### config.mk
export PLATFORM = sky130hd
export DESIGN_NAME = spi_reg_bank_flat
export DESIGN_NICKNAME = d
export VERILOG_FILES = /design/src/rtl/spi_reg_pkg.sv /design/src/rtl/spi_reg_bank_if.sv /design/src/rtl/sync_ff.sv /design/src/rtl/spi_reg_bank.sv /design/src/flat_wrapper.sv
export SDC_FILE = /design/constraint.sdc
export NUM_CORES = 1
export LEC_CHECK = 0
export ABC_AREA = 1
export CAP_MARGIN = 20
export CORE_ASPECT_RATIO = 0.5
export CORE_UTILIZATION = 45
export DETAILED_ROUTE_END_ITERATION = 6
export GPL_TIMING_DRIVEN = 0
export PLACE_DENSITY_LB_ADDON = 0.08
export SYNTH_ARGS = -nofsm -noshare
export SYNTH_HDL_FRONTEND = slang
export SYNTH_SLANG_ARGS = --single-unit
### constraint.sdc
create_clock -name clk -period 2.1 [get_ports clk]
set_input_delay 0.42 -clock clk [delete_from_list [all_inputs] [get_ports clk]]
set_output_delay 0.42 -clock clk [all_outputs]
set_load 0.02 [all_outputs]
### src/rtl/spi_reg_pkg.sv
// Shared types and frame-geometry helpers for the SPI register bank.
package spi_reg_pkg;

  typedef enum logic [1:0] {
    StIdle,
    StShift,
    StDone
  } spi_state_e;

  localparam logic RW_WRITE = 1'b1;
  localparam logic RW_READ  = 1'b0;

  // One R/W bit, then address, then data, MSB first.
  function automatic int unsigned frame_w(input int unsigned addr_w, input int unsigned data_w);
    return 1 + addr_w + data_w;
  endfunction

  // R/W lands in the top bit of the shift register once a full frame is in.
  function automatic int unsigned rw_pos(input int unsigned addr_w, input int unsigned data_w);
    return addr_w + data_w;
  endfunction

endpackage

### src/rtl/spi_reg_bank_if.sv
// SPI pin bundle between a controller and the register bank.
interface spi_reg_bank_if;
  logic sclk;
  logic cs_n;
  logic copi;
  logic cipo;
  logic cipo_oe;

  modport master (
    output sclk,
    output cs_n,
    output copi,
    input  cipo,
    input  cipo_oe
  );

  modport slave (
    input  sclk,
    input  cs_n,
    input  copi,
    output cipo,
    output cipo_oe
  );
endinterface

### src/rtl/sync_ff.sv
// Multi-flop synchroniser for one asynchronous input bit.
module sync_ff #(
  parameter int unsigned STAGES    = 2,
  parameter logic        RESET_VAL = 1'b0
) (
  input  logic clk,
  input  logic rst_n,
  input  logic d,
  output logic q
);

  logic [STAGES-1:0] chain_q;

  always_ff @(posedge clk or negedge rst_n) begin
    if (!rst_n) begin
      chain_q <= {STAGES{RESET_VAL}};
    end else begin
      chain_q <= {chain_q[STAGES-2:0], d};
    end
  end

  assign q = chain_q[STAGES-1];

endmodule

### src/rtl/spi_reg_bank.sv
// SPI mode-0 register bank, fully clk-domain: writes commit only on well-formed frames,
// reads stream the addressed register back on cipo.
module spi_reg_bank
  import spi_reg_pkg::*;
#(
  parameter int unsigned        NUM_REGS    = 5,
  parameter int unsigned        DATA_W      = 8,
  parameter int unsigned        ADDR_W      = 7,
  parameter int unsigned        SYNC_STAGES = 2,
  parameter logic [DATA_W-1:0]  RESET_VAL   = '0
) (
  input  logic                       clk,
  input  logic                       rst_n,
  spi_reg_bank_if.slave              spi,
  output logic [NUM_REGS*DATA_W-1:0] regs_flat,
  output logic [NUM_REGS-1:0]        wr_stb,
  output logic                       frame_err
);

  localparam int unsigned FRAME_W = frame_w(ADDR_W, DATA_W);
  localparam int unsigned RW_POS  = rw_pos(ADDR_W, DATA_W);
  localparam int unsigned CNT_W   = $clog2(FRAME_W + 1);
  localparam int unsigned AW1     = ADDR_W + 1;

  localparam logic [CNT_W-1:0] CNT_FULL = CNT_W'(FRAME_W);
  localparam logic [CNT_W-1:0] CNT_HDR  = CNT_W'(ADDR_W);
  localparam logic [CNT_W-1:0] CNT_DATA = CNT_W'(1 + ADDR_W);
  localparam logic [AW1-1:0]   NREGS_W  = AW1'(NUM_REGS);

  logic sclk_s, cs_s, copi_s;
  logic sclk_q, cs_q;
  logic sclk_rise, sclk_fall, cs_fall, cs_rise;

  sync_ff #(.STAGES(SYNC_STAGES), .RESET_VAL(1'b0)) u_sync_sclk (
    .clk   (clk),
    .rst_n (rst_n),
    .d     (spi.sclk),
    .q     (sclk_s)
  );

  sync_ff #(.STAGES(SYNC_STAGES), .RESET_VAL(1'b1)) u_sync_cs (
    .clk   (clk),
    .rst_n (rst_n),
    .d     (spi.cs_n),
    .q     (cs_s)
  );

  sync_ff #(.STAGES(SYNC_STAGES), .RESET_VAL(1'b0)) u_sync_copi (
    .clk   (clk),
    .rst_n (rst_n),
    .d     (spi.copi),
    .q     (copi_s)
  );

  always_ff @(posedge clk or negedge rst_n) begin
    if (!rst_n) begin
      sclk_q <= 1'b0;
      cs_q   <= 1'b1;
    end else begin
      sclk_q <= sclk_s;
      cs_q   <= cs_s;
    end
  end

  assign sclk_rise = sclk_s & ~sclk_q;
  assign sclk_fall = ~sclk_s & sclk_q;
  assign cs_fall   = ~cs_s & cs_q;
  assign cs_rise   = cs_s & ~cs_q;

  spi_state_e                       state_q, state_d;
  logic [CNT_W-1:0]                 bit_cnt_q, bit_cnt_d;
  logic [FRAME_W-1:0]               sr_q, sr_d;
  logic                             ovr_q, ovr_d;
  logic [DATA_W-1:0]                tx_q, tx_d;
  logic                             rd_q, rd_d;
  logic                             pend_q, pend_d;
  logic [NUM_REGS-1:0][DATA_W-1:0]  regs_q, regs_d;
  logic [NUM_REGS-1:0]              wr_stb_q, wr_stb_d;
  logic                             frame_err_q, frame_err_d;

  logic [FRAME_W-1:0] shift_in;
  logic [DATA_W-1:0]  rd_val;
  logic [ADDR_W-1:0]  cmd_addr;
  logic [DATA_W-1:0]  cmd_data;
  logic               cmd_rw;
  logic               frame_ok;

  assign shift_in = {sr_q[FRAME_W-2:0], copi_s};
  assign cmd_rw   = sr_q[RW_POS];
  assign cmd_addr = sr_q[DATA_W +: ADDR_W];
  assign cmd_data = sr_q[DATA_W-1:0];
  assign frame_ok = (bit_cnt_q == CNT_FULL) && !ovr_q;

  // Read lookup uses the address as it stands after the header's last bit shifts in.
  always_comb begin
    rd_val = '0;
    if ({1'b0, shift_in[ADDR_W-1:0]} < NREGS_W) begin
      for (int i = 0; i < NUM_REGS; i++) begin
        if (shift_in[ADDR_W-1:0] == ADDR_W'(i)) rd_val = regs_q[i];
      end
    end
  end

  always_comb begin
    state_d     = state_q;
    bit_cnt_d   = bit_cnt_q;
    sr_d        = sr_q;
    ovr_d       = ovr_q;
    tx_d        = tx_q;
    rd_d        = rd_q;
    pend_d      = pend_q;
    regs_d      = regs_q;
    wr_stb_d    = '0;
    frame_err_d = 1'b0;

    unique case (state_q)
      StIdle: begin
        if (cs_fall || pend_q) begin
          state_d   = StShift;
          bit_cnt_d = '0;
          sr_d      = '0;
          ovr_d     = 1'b0;
          tx_d      = '0;
          rd_d      = 1'b0;
          pend_d    = 1'b0;
        end
      end
      StShift: begin
        if (cs_rise) begin
          state_d = StDone;
        end else if (sclk_rise) begin
          sr_d = shift_in;
          if (bit_cnt_q == CNT_FULL) begin
            ovr_d = 1'b1;
          end else begin
            bit_cnt_d = bit_cnt_q + CNT_W'(1);
          end
          if (bit_cnt_q == CNT_HDR && shift_in[ADDR_W] == RW_READ) begin
            tx_d = rd_val;
            rd_d = 1'b1;
          end
        end else if (sclk_fall && rd_q && bit_cnt_q > CNT_DATA) begin
          // The fall right after the load keeps the MSB up for the first data rise.
          tx_d = {tx_q[DATA_W-2:0], 1'b0};
        end
      end
      StDone: begin
        state_d = StIdle;
        rd_d    = 1'b0;
        if (cs_fall) pend_d = 1'b1;
        if (!frame_ok) begin
          frame_err_d = 1'b1;
        end else if (cmd_rw == RW_WRITE && {1'b0, cmd_addr} < NREGS_W) begin
          for (int i = 0; i < NUM_REGS; i++) begin
            if (cmd_addr == ADDR_W'(i)) begin
              regs_d[i]   = cmd_data;
              wr_stb_d[i] = 1'b1;
            end
          end
        end
      end
      default: state_d = StIdle;
    endcase
  end

  always_ff @(posedge clk or negedge rst_n) begin
    if (!rst_n) begin
      state_q     <= StIdle;
      bit_cnt_q   <= '0;
      sr_q        <= '0;
      ovr_q       <= 1'b0;
      tx_q        <= '0;
      rd_q        <= 1'b0;
      pend_q      <= 1'b0;
      regs_q      <= {NUM_REGS{RESET_VAL}};
      wr_stb_q    <= '0;
      frame_err_q <= 1'b0;
    end else begin
      state_q     <= state_d;
      bit_cnt_q   <= bit_cnt_d;
      sr_q        <= sr_d;
      ovr_q       <= ovr_d;
      tx_q        <= tx_d;
      rd_q        <= rd_d;
      pend_q      <= pend_d;
      regs_q      <= regs_d;
      wr_stb_q    <= wr_stb_d;
      frame_err_q <= frame_err_d;
    end
  end

  assign regs_flat   = regs_q;
  assign wr_stb      = wr_stb_q;
  assign frame_err   = frame_err_q;
  assign spi.cipo    = (rd_q && state_q == StShift) ? tx_q[DATA_W-1] : 1'b0;
  assign spi.cipo_oe = ~cs_s;

endmodule
### src/flat_wrapper.sv
// flat-port wrapper written by rule: the top's interface ports become plain ports
module spi_reg_bank_flat import spi_reg_pkg::*;
#(
  parameter int unsigned        NUM_REGS    = 5,
  parameter int unsigned        DATA_W      = 8,
  parameter int unsigned        ADDR_W      = 7,
  parameter int unsigned        SYNC_STAGES = 2,
  parameter logic [DATA_W-1:0]  RESET_VAL   = '0
)
  (clk, rst_n, regs_flat, wr_stb, frame_err, spi_sclk, spi_cs_n, spi_copi, spi_cipo, spi_cipo_oe);
  spi_reg_bank_if spi_i ();
  input  logic clk;
  input  logic rst_n;
  output logic [NUM_REGS*DATA_W-1:0] regs_flat;
  output logic [NUM_REGS-1:0] wr_stb;
  output logic frame_err;
  input wire logic [$bits(spi_i.sclk)-1:0] spi_sclk;
  input wire logic [$bits(spi_i.cs_n)-1:0] spi_cs_n;
  input wire logic [$bits(spi_i.copi)-1:0] spi_copi;
  output wire logic [$bits(spi_i.cipo)-1:0] spi_cipo;
  output wire logic [$bits(spi_i.cipo_oe)-1:0] spi_cipo_oe;
  assign spi_i.sclk = spi_sclk;
  assign spi_i.cs_n = spi_cs_n;
  assign spi_i.copi = spi_copi;
  assign spi_cipo = spi_i.cipo;
  assign spi_cipo_oe = spi_i.cipo_oe;
  spi_reg_bank #(.NUM_REGS(NUM_REGS), .DATA_W(DATA_W), .ADDR_W(ADDR_W), .SYNC_STAGES(SYNC_STAGES), .RESET_VAL(RESET_VAL)) u_core (.clk(clk), .rst_n(rst_n), .spi(spi_i), .regs_flat(regs_flat), .wr_stb(wr_stb), .frame_err(frame_err));
endmodule
==> results of run 1 <==
==> synthesized netlist by cell type (5+ instances only) <==
cell type                 number
sky130_fd_sc_hd__inv_2        12
sky130_fd_sc_hd__o21ai_0       6
sky130_fd_sc_hd__nand3_1      36
sky130_fd_sc_hd__dfrtp_1      85
sky130_fd_sc_hd__inv_1        28
sky130_fd_sc_hd__nand2_2       5
sky130_fd_sc_hd__nor2_4        5
sky130_fd_sc_hd__nor2_1       14
sky130_fd_sc_hd__a21oi_1       8
sky130_fd_sc_hd__o22ai_1      16
sky130_fd_sc_hd__nor2_2        6
sky130_fd_sc_hd__o21ai_2      17
sky130_fd_sc_hd__o21ai_1      36
sky130_fd_sc_hd__nor3_1        5
sky130_fd_sc_hd__nand2_1     116
==> cells by family after synthesis <==
group           after synthesis  synth area share (%)
compound gates               85                  12.6
xor+xnor                      2                 0.432
fa+ha+maj                     2                 0.616
buf+inv                      53                  6.01
flops                        88                  54.3
simple gates                211                  26.0
==> worst max-delay path, cell delays in order (launching register included) <==
cell                      delay [ns]
sky130_fd_sc_hd__dfrtp_1        0.39
sky130_fd_sc_hd__inv_1          0.10
sky130_fd_sc_hd__ha_1           0.14
sky130_fd_sc_hd__inv_1          0.04
sky130_fd_sc_hd__nor2_2         0.13
sky130_fd_sc_hd__nand3_2        0.12
sky130_fd_sc_hd__nor2_4         0.17
sky130_fd_sc_hd__inv_2          0.09
sky130_fd_sc_hd__nor2_8         0.11
sky130_fd_sc_hd__nand3_2        0.24
sky130_fd_sc_hd__buf_6          0.24
sky130_fd_sc_hd__nand2_1        0.07
sky130_fd_sc_hd__o21ai_2        0.05
==> timing repair <==
item,in CTS,in global routing
cloned,0,0
endpoints found under the setup margin,1,15
resized for setup,3,0
buffers inserted,0,2
pin swaps,0,1
==> metal layers <==
metal	wire length (um)	track usage, %
met1	4910	34.4
met3	483	5.00
met5	0	0
met2	4190	32.1
met4	94	6.67
==> state kept, by name, indices dropped and copies added (netlist names), 2 cells and up <==
name                        cells
u_core.u_sync_sclk.chain_q      2
u_core.regs_flat               40
u_core.state_q                  2
u_core.u_sync_cs.chain_q        2
u_core.wr_stb                   5
u_core.tx_q                     8
u_core.u_sync_copi.chain_q      2
u_core.sr_q                    16
u_core.bit_cnt_q                5
==> report_power, final <==
part	total [W]	internal (W)	switching [W]
Sequential	0.00188	0.00180	0.0000767
Clock	0.00185	0.00120	0.000649
Combinational	0.00136	0.000381	0.000978
Total	0.00508	0.00338	0.00170
==> final timing paths <==
| kind | slack [ns] | cells after the start | start | endpoint |
|---|---|---|---|---|
| min in group clk | 0.35 | 0 | u_core.u_sync_copi.chain_q[0] | u_core.u_sync_copi.chain_q[1] |
| hold reg to reg | 0.35 | 0 | u_core.u_sync_copi.chain_q[0] | u_core.u_sync_copi.chain_q[1] |
| setup reg to reg | 0.08 | 12 | u_core.bit_cnt_q[0] | u_core.regs_flat[23] |
| setup / recovery | 0.08 | 12 | u_core.bit_cnt_q[0] | u_core.regs_flat[23] |
| max in group asynchronous | 1.42 | 2 | rst_n | u_core.cs_q |
| hold / removal | 0.007 | 1 | rst_n | u_core.regs_flat[2] |
==> placed cells by master (no fill, tap or decap), types with 6 or more instances in the layout <==
master and n:
sky130_fd_sc_hd__o21ai_0 6, sky130_fd_sc_hd__nand2_1 116, sky130_fd_sc_hd__dfrtp_1 85, sky130_fd_sc_hd__nand3_1 36, sky130_fd_sc_hd__nor2_1 14, sky130_fd_sc_hd__o22ai_1 16
sky130_fd_sc_hd__nor2_2 6, sky130_fd_sc_hd__a21oi_1 8, sky130_fd_sc_hd__o21ai_2 17, sky130_fd_sc_hd__inv_2 12, sky130_fd_sc_hd__o21ai_1 36, sky130_fd_sc_hd__inv_1 28
sky130_fd_sc_hd__clkbuf_16 9, sky130_fd_sc_hd__clkdlybuf4s50_1 50
==> per-stage QoR <==
step                      setup slack (ns)  hold WS, ns  area [sq um]  util (%)
final                               0.0768      0.00679          5110      58.5
after global routing               -0.0963       0.0387          5110      58.5
after CTS                           0.0258       0.0154          5090      58.3
after detailed placement            0.0590        0.335          4750      54.4
after global placement               -2.66        0.333          4730      54.1
after floorplan                      0.405        0.124          4060         -
==> final cells by class <==
type | instances | area [sq um]
fill | 772 | 3630
sequential | 88 | 2210
multi-input combinational | 300 | 1610
timing repair buffer | 55 | 562
clock buffer | 13 | 250
inverter | 42 | 160
tap | 117 | 146
clock inverter | 3 | 90.1
buffer | 11 | 83.8
==> results_dict.tcl, run 1 <==
set metrics [dict create \
    post-synth-top-area-fraction_pct 52.4 \
    cp_max_fo 10 \
    cp_data_arrival_time_ns 2.25 \
    placedCellCount 611 \
    maximum_number_of_pins_on_one_net_before_global_route_repair 60 \
    detailedRoute.firstPassIterationCount 4 \
    critPathKind "reg2reg" \
    worst-endpoint-required_ns 2.33 \
    drc 0 \
    result_of_the_run "complete, no violations" \
    post_synth_main_area_contributors "sky130_fd_sc_hd__dfrtp_1 (52%), sky130_fd_sc_hd__nand2_1 (11%), sky130_fd_sc_hd__nand3_1 (4.4%)" \
    routedWlPerCell_um 15.4 \
    ctsRootBufferMaster "sky130_fd_sc_hd__clkbuf_16" \
    min_path_type "in2async" \
    min_period_ns 2.02 \
    gp_routability_congestion 0.819 \
    vias 3243 \
    die_height_um 69.2 \
    netlist_area_sq_um 4060 \
    globalRoute.totalOverflow 0 \
    synth_area_leader_cell "sky130_fd_sc_hd__dfrtp_1" \
    synth.avg_cell_area_sq_um 9.21 \
    nNetsFinal 514 \
    fin_cells 629 \
    finalCritPeriodShare_pct 96.3 \
    postCtsHoldBufs 0 \
    worst-slew-pin-transition_ns 0.520 \
    proportion_of_layout_cells_with_a_drive_suffix_above_1_pct 18.0 \
    grt_use_total_pct 22.7 \
    p_total_w 0.00508 \
    finalClockSkew_ns 0.00882 \
    drt_wl_total_um 9680 \
    synth_nets 448 \
    core_sq_um 8740 \
    finalSetupViolCount 0 \
    synth_flop_cell "sky130_fd_sc_hd__dfrtp_1" \
    postSynth.asyncResetShare_pct 100 \
    cap_viol_max_count 0 \
    initial_core_util_pct 46.5 \
    report.final.slew_viol_count 0 \
    place_hpwl_um 6800 \
    timing_hold_violations_final 0 \
    place.port_buffers 52 \
    rows 24 \
    timing.setup.tns_ns 0 \
    clock_insertion_delay_worst_skew_ns 0.35 \
    yosysWarningCount 0 \
    tritoncts.num_buffers 9 \
    tritoncts "built" \
    syn_to_final_growth_pct 25.8 \
    clkSlewWorstSetupHoldPaths_ns 0.07 \
    fmax_mhz 494 \
    n_antenna_cell 0 \
    syn_inst 441 \
    numClockSinks 88 \
    clk_path_buf_depth 2 \
    rsz0062_at_grt "yes" \
    first_pass_grt_wire_length_um 16000 \
    worst_slew_margin_rel_pct 65.1 \
    route.detailed.vias_per_inst 5.16 \
    htreeDepth 3 \
    first_global_vias 3016 \
    peakVddDrop_uv 514 \
    worst_setup_path_end_kind "flop" \
    postSynthRegisterBits 88 \
    ys_seq_area_share_pct 54.3 \
    dieArea_sq_um 9430 \
    start_kind "flop" \
    post_route_ant_nets 0 \
    power.density_cell_area_nw_per_um2 995 \
    leakagePower_nw 2.37 \
    num_io_pins 53 \
    grt_antenna_before_repair 0 \
    initialDrtViolationCount 221 \
    fp.dieW_um 136 \
    number_of_enable_flip_flop_cells_after_synthesis 0 \
    count_of_different_cell_masters_after_synthesis 37 \
]
No activity file was read; power rests on OpenSTA's default activity.
==> inputs of run 2 (changes only) <==
--- a/config.mk
+++ b/config.mk
@@ -8,7 +8,7 @@
 export ABC_AREA = 1
 export CAP_MARGIN = 20
 export CORE_ASPECT_RATIO = 0.5
-export CORE_UTILIZATION = 45
+export CORE_UTILIZATION = 55
 export DETAILED_ROUTE_END_ITERATION = 6
 export GPL_TIMING_DRIVEN = 0
 export PLACE_DENSITY_LB_ADDON = 0.08
==> results_dict.tcl, run 2 (synthesis gave the netlist of run 1 again) <==
set metrics [dict create \
    result_of_the_run "complete, no violations" \
    core_sq_um 6910 \
    start_kind "flop" \
    finalClockSkew_ns 0.00629 \
    vias 3366 \
    ctsRootBufferMaster "sky130_fd_sc_hd__clkbuf_16" \
    gp_routability_congestion 0.885 \
    cp_data_arrival_time_ns 2.22 \
    report.final.slew_viol_count 0 \
    min_period_ns 2.00 \
    power.density_cell_area_nw_per_um2 958 \
    critPathKind "reg2reg" \
    globalRoute.totalOverflow 0 \
    worst_setup_path_end_kind "flop" \
    final_util_pct 73.1 \
    nNetsFinal 515 \
    drc 0 \
    leakagePower_nw 2.36 \
    die_height_um 62.8 \
    first_global_vias 3128 \
    finalCritPeriodShare_pct 95.3 \
    finalSetupViolCount 0 \
    worst-slew-pin-transition_ns 0.505 \
    dieArea_sq_um 7750 \
    num_io_pins 53 \
    timing_hold_violations_final 0 \
    fp.dieW_um 124 \
    initialDrtViolationCount 331 \
    tritoncts "built" \
    worst_slew_margin_rel_pct 66.1 \
    largest_register_ffs 40 \
    rsz0062_at_grt "yes" \
    peakVddDrop_uv 704 \
    n_antenna_cell 0 \
    routedWlPerCell_um 15.9 \
    clkSlewWorstSetupHoldPaths_ns 0.06 \
    tritoncts.num_buffers 9 \
    syn_to_final_growth_pct 24.5 \
    detailedRoute.firstPassIterationCount 5 \
    min_path_type "reg2reg" \
    timing.setup.tns_ns 0 \
    cp_cell_sequence "inv_1 -> ha_1 -> inv_1 -> nor2_2 -> nand3_2 -> nor2_4 -> inv_2 -> nor2_8 -> nand3_2 -> buf_6 -> nand2_1 -> o21ai_2" \
    maximum_number_of_pins_on_one_net_before_global_route_repair 70 \
    place_hpwl_um 6640 \
    numClockSinks 88 \
    route.detailed.vias_per_inst 5.56 \
    cp_max_fo 10 \
    initial_core_util_pct 58.8 \
    clk_path_buf_depth 2 \
    mostFrequentLayoutCells "sky130_fd_sc_hd__nand2_1 (116), sky130_fd_sc_hd__dfrtp_1 (85), sky130_fd_sc_hd__clkdlybuf4s50_1 (50), sky130_fd_sc_hd__nand3_1 (36), sky130_fd_sc_hd__o21ai_1 (36)" \
    drt_wl_total_um 9620 \
    htreeDepth 3 \
    proportion_of_layout_cells_with_a_drive_suffix_above_1_pct 18.1 \
    worst-endpoint-required_ns 2.32 \
    grt_antenna_before_repair 0 \
    first_pass_grt_wire_length_um 15600 \
    worst_path_largest_cell_delay_ns 0.39 \
    cap_viol_max_count 0 \
    worst_path_max_delay_cell "sky130_fd_sc_hd__dfrtp_1" \
    rows 21 \
    post_route_ant_nets 0 \
    clock_insertion_delay_worst_skew_ns 0.34 \
    grt_use_total_pct 27.6 \
    place.port_buffers 52 \
    commonest_non_fill_non_tap_cell_in_the_layout "sky130_fd_sc_hd__nand2_1" \
    fmax_mhz 500 \
]
run 2: cell count changes in the layout (fill, tap and decap cells not counted), sizes merged:
cell         change
bufinv           -2
clkinv           +2
dlygate4sd3      +1
run 2: layout make-up:
cell class,count,area (sq um)
timing repair buffer,56,572
clock inverter,3,40.0
multi-input combinational,300,1620
fill,526,1860
clock buffer,13,260
buffer,11,83.8
sequential,88,2210
tap,92,115
inverter,42,160
run 2: report_power, final:
part | internal (W) | leakage, nW | switching (W)
Sequential | 0.00180 | 1.20 | 0.0000802
Combinational | 0.000383 | 1.01 | 0.000981
Clock | 0.000983 | 0.150 | 0.000615
run 2: routing by layer:
| layer | GRT usage (%) | wire length [um] |
|---|---|---|
| met3 | 8.03 | 568 |
| met2 | 40.9 | 4320 |
| met4 | 9.94 | 152 |
| met1 | 38.6 | 4580 |
| met5 | 0 | 0 |
run 2: metrics by stage:
stage	cell area, sq um	hold slack, ns	cells	setup WS, ns	power [W]
2_1_floorplan	4060	0.124	441	0.405	0.00285
3_3_place_gp	4700	0.332	585	-2.49	0.00318
3_5_place_dp	4720	0.321	586	0.0578	0.00321
4_1_cts	5030	0.348	603	0.0288	0.00482
5_1_grt	5050	0.367	605	-0.0703	0.00510
6_report	5050	0.348	605	0.0995	0.00484
run 2: worst max-delay path, delay by kind of cell (launching register included):
family	cells	cell delay, ns
and+or+nand+nor	6	0.83
adders and majority gates	1	0.14
DFF	1	0.39
AOI/OAI and AO/OA	1	0.05
buffers and inverters	4	0.46
run 2: final timing paths:
check | startpoint | cells past startpoint | endpoint | slack [ns]
worst max-delay path | u_core.bit_cnt_q[0] | 12 | u_core.regs_flat[29] | 0.1
max in group asynchronous | rst_n | 3 | u_core.cs_q | 0.93
worst min register to register | u_core.u_sync_copi.chain_q[0] | 0 | u_core.u_sync_copi.chain_q[1] | 0.35
min in group asynchronous | rst_n | 2 | u_core.regs_flat[1] | 0.50
worst max register to register | u_core.bit_cnt_q[0] | 12 | u_core.regs_flat[29] | 0.1
worst min-delay path | u_core.u_sync_copi.chain_q[0] | 0 | u_core.u_sync_copi.chain_q[1] | 0.35
run 2: what timing repair did:
action                                  4_1_cts  5_1_grt
endpoints found under the setup margin        1       15
hold endpoints to repair                     19        0
gates cloned                                  0        0
hold buffers                                  1        0
gates resized for setup                       3        1
setup buffers                                 0        2
pin swaps                                     0        1
==> inputs of run 3 (changes only) <==
--- a/config.mk
+++ b/config.mk
@@ -5,10 +5,10 @@
 export SDC_FILE = /design/constraint.sdc
 export NUM_CORES = 1
 export LEC_CHECK = 0
-export ABC_AREA = 1
+export ABC_AREA = 0
 export CAP_MARGIN = 20
 export CORE_ASPECT_RATIO = 0.5
-export CORE_UTILIZATION = 55
+export CORE_UTILIZATION = 45
 export DETAILED_ROUTE_END_ITERATION = 6
 export GPL_TIMING_DRIVEN = 0
 export PLACE_DENSITY_LB_ADDON = 0.08
==> results_dict.tcl, run 3 <==
set metrics [dict create \
    grt.met2_usage_pct 38.0 \
    final_util_pct 63.6 \
    failing_checks "setup timing" \
    ys_seq_area_share_pct 56.3 \
    fmax_mhz 425 \
    finalSetupViolCount 40 \
    proportion_of_layout_cells_with_a_drive_suffix_above_1_pct 25.8 \
    use_met1_pct 33.6 \
    multiplexer_area_fraction_after_synthesis_pct 15.6 \
    stdcell_area_sq_um 5240 \
    yosys.cell_count.top_type "sky130_fd_sc_hd__dfrtp_1" \
    leakagePower_nw 2.34 \
    die_height_um 68.0 \
    first_global_vias 2901 \
    place.port_buffers 52 \
    clkSlewWorstSetupHoldPaths_ns 0.06 \
    postCtsHoldBufs 0 \
    post-synth-top-area-fraction_pct 54.3 \
    min_path_type "in2async" \
    initialDrtViolationCount 189 \
    critical_path.reg2reg.endpoint "u_core.regs_flat[14]" \
    gp_routability_congestion 0.841 \
    finalClockSkew_ns 0.00743 \
    worst_path_max_delay_cell "sky130_fd_sc_hd__or4_4" \
    syn_inst 316 \
    largest_register_ffs 40 \
    ctsRootBufferMaster "sky130_fd_sc_hd__clkbuf_16" \
    number_of_enable_flip_flop_cells_after_synthesis 0 \
    first_pass_grt_wire_length_um 16000 \
    min_period_ns 2.35 \
    synth.avg_cell_area_sq_um 12.4 \
    clk_path_buf_depth 2 \
    synth_flop_cell "sky130_fd_sc_hd__dfrtp_1" \
    critical_path_buf_inv_count 1 \
    count_of_different_cell_masters_after_synthesis 42 \
    worst_slew_margin_rel_pct 52.1 \
    detailedRoute.firstPassIterationCount 4 \
    worst-endpoint-required_ns 2.32 \
    p_total_w 0.00422 \
    placedCellCount 481 \
    synth_area_leader_cell "sky130_fd_sc_hd__dfrtp_1" \
    placement.setup.worst_slack_ns -0.430 \
    postSynth.asyncResetShare_pct 100 \
    n_antenna_cell 0 \
    synth_fa_ha_area_share_pct 0.638 \
    cp_cell_sequence "or4_4 -> nor4_4 -> nand2b_4 -> nor3b_4 -> buf_6 -> mux2_4" \
    nNetsFinal 397 \
    tritoncts "built" \
    post_synth_main_area_contributors "sky130_fd_sc_hd__dfrtp_1 (54%), sky130_fd_sc_hd__mux2_2 (12%), sky130_fd_sc_hd__mux2i_1 (3.8%)" \
    routedWlPerCell_um 19.7 \
    ff2ff_path_depth 6 \
    globalRoute.totalOverflow 0 \
    start_kind "flop" \
    initial_core_util_pct 47.6 \
    core_sq_um 8230 \
    synth_nets 323 \
    cp_data_arrival_time_ns 2.58 \
    maximum_number_of_pins_on_one_net_before_global_route_repair 46 \
    worst_setup_path_end_kind "flop" \
    rsz0062_at_grt "yes" \
    worst_path_largest_cell_delay_ns 0.55 \
    path_delay_family "simple AND/OR/NAND/NOR gates" \
    timing_hold_violations_final 0 \
    grt_use_total_pct 24.2 \
    numClockSinks 88 \
    worst-r2r-setup-slack_ns -0.25 \
    grt.busiest_layer "met2" \
    fp.dieW_um 134 \
    place_hpwl_um 6350 \
    drc 0 \
    worst_slack_ns -0.255 \
    post_synth_and_or_nand_nor_area_fraction_pct 11.0 \
    commonest_non_fill_non_tap_cell_in_the_layout "sky130_fd_sc_hd__dfrtp_1" \
    power.density_cell_area_nw_per_um2 805 \
    num_io_pins 53 \
    mostFrequentLayoutCells "sky130_fd_sc_hd__dfrtp_1 (85), sky130_fd_sc_hd__clkdlybuf4s50_1 (50), sky130_fd_sc_hd__mux2_4 (34), sky130_fd_sc_hd__o21ai_0 (20), sky130_fd_sc_hd__nor2_1 (17)" \
    fin_cells 507 \
    clock_insertion_delay_worst_skew_ns 0.34 \
    synthesized_area_fraction_occupied_by_ao_oa_aoi_and_oai_cells_pct 13.2 \
    report.final.slew_viol_count 0 \
    dpl-instance-area_sq_um 4610 \
    yosysWarningCount 0 \
    grt_antenna_before_repair 0 \
    route.detailed.vias_per_inst 5.69 \
    vias 2884 \
    syn_to_final_growth_pct 33.6 \
    cp_max_fo 5 \
    post_route_ant_nets 0 \
    netlist_area_sq_um 3920 \
    htreeDepth 3 \
    drt_wl_total_um 9990 \
    critPathKind "reg2reg" \
    r2r_start "u_core.sr_q[11]" \
    finalCritPeriodShare_pct 112 \
    use_met3_pct 5.19 \
    peakVddDrop_uv 413 \
    post_synthesis_share_of_cell_area_spent_on_xor_and_xnor_gates_pct 0.447 \
    tritoncts.num_buffers 9 \
    dieArea_sq_um 9110 \
    synth.cells.most_frequent "sky130_fd_sc_hd__dfrtp_1 (85), sky130_fd_sc_hd__mux2_2 (41), sky130_fd_sc_hd__o21ai_0 (20)" \
    worst-slew-pin-transition_ns 0.712 \
    cap_viol_max_count 0 \
    synth_top_family_by_area "multiplexers" \
    rows 23 \
    result_of_the_run "finished with violations" \
    postSynthRegisterBits 88 \
]
run 3: cell count changes after synthesis, sizes merged, moves of 9 or more:
cell	delta
nand2	-114
mux2	+41
o21ai	-39
nand3	-34
inv	-33
clkbuf	+17
a22o	+16
o22ai	-16
mux2i	+15
a21o	+9
nor2	-9
run 3: layout make-up:
type,count,area [sq um]
clock buffers,10,239
plain buffers,16,73.8
clock inverters,6,48.8
fillers,629,2990
inverters,7,26.3
repair buffers,66,667
well taps,112,140
multi-input cells,202,1840
flip-flops and latches,88,2210
run 3: logic make-up (layout without fill, tap and decap cells):
group | after synthesis | in the layout
buffers and inverters | 27 | 105
multiplexers | 56 | 56
AND/OR/NAND/NOR | 70 | 71
adder cells (fa/ha/maj) | 2 | 2
XOR/XNOR | 2 | 2
flip-flops | 88 | 88
AO/OA/AOI/OAI | 71 | 71
run 3: worst max-delay path by stage:
stage                         from  slack (ns)  cells past startpoint                   end
2_1_floorplan  u_core.bit_cnt_q[0]      -0.001                      7  u_core.regs_flat[16]
5_1_grt            u_core.sr_q[11]       -0.31                      6  u_core.regs_flat[24]
3_3_place_gp                 rst_n       -2.44                      1  u_core.regs_flat[17]
3_5_place_dp   u_core.bit_cnt_q[0]       -0.43                      7  u_core.regs_flat[17]
4_1_cts            u_core.sr_q[12]       -0.29                      6  u_core.regs_flat[27]
6_report           u_core.sr_q[11]       -0.25                      6  u_core.regs_flat[14]
run 3: routing by layer:
layer	vias up	wire length, um	part of all wire (%)
met2	75	4380	44
met5	-	0	0
li1	1313	-	-
met4	0	146	1.5
met3	14	629	6.3
met1	1482	4840	48
run 3: repair_timing:
item,CTS,global route
setup buffers,10,3
endpoints found under the setup margin,60,59
cloned,2,0
pin swaps,4,3
gates resized for setup,49,20
run 3: stage by stage:
step / TNS (ns) / hold WS [ns]
2_1_floorplan: -0.00866 / 0.124
3_3_place_gp: -224.46 / 0.335
3_5_place_dp: -14.99 / 0.338
4_1_cts: -7.64 / 0.0946
5_1_grt: -9.48 / 0.120
6_report: -6.79 / 0.0794
run 3: power breakdown:
group	switching, W	total (W)	internal [W]
Sequential	0.000101	0.00188	0.00178
Combinational	0.000522	0.000790	0.000268
Clock	0.000691	0.00154	0.000851
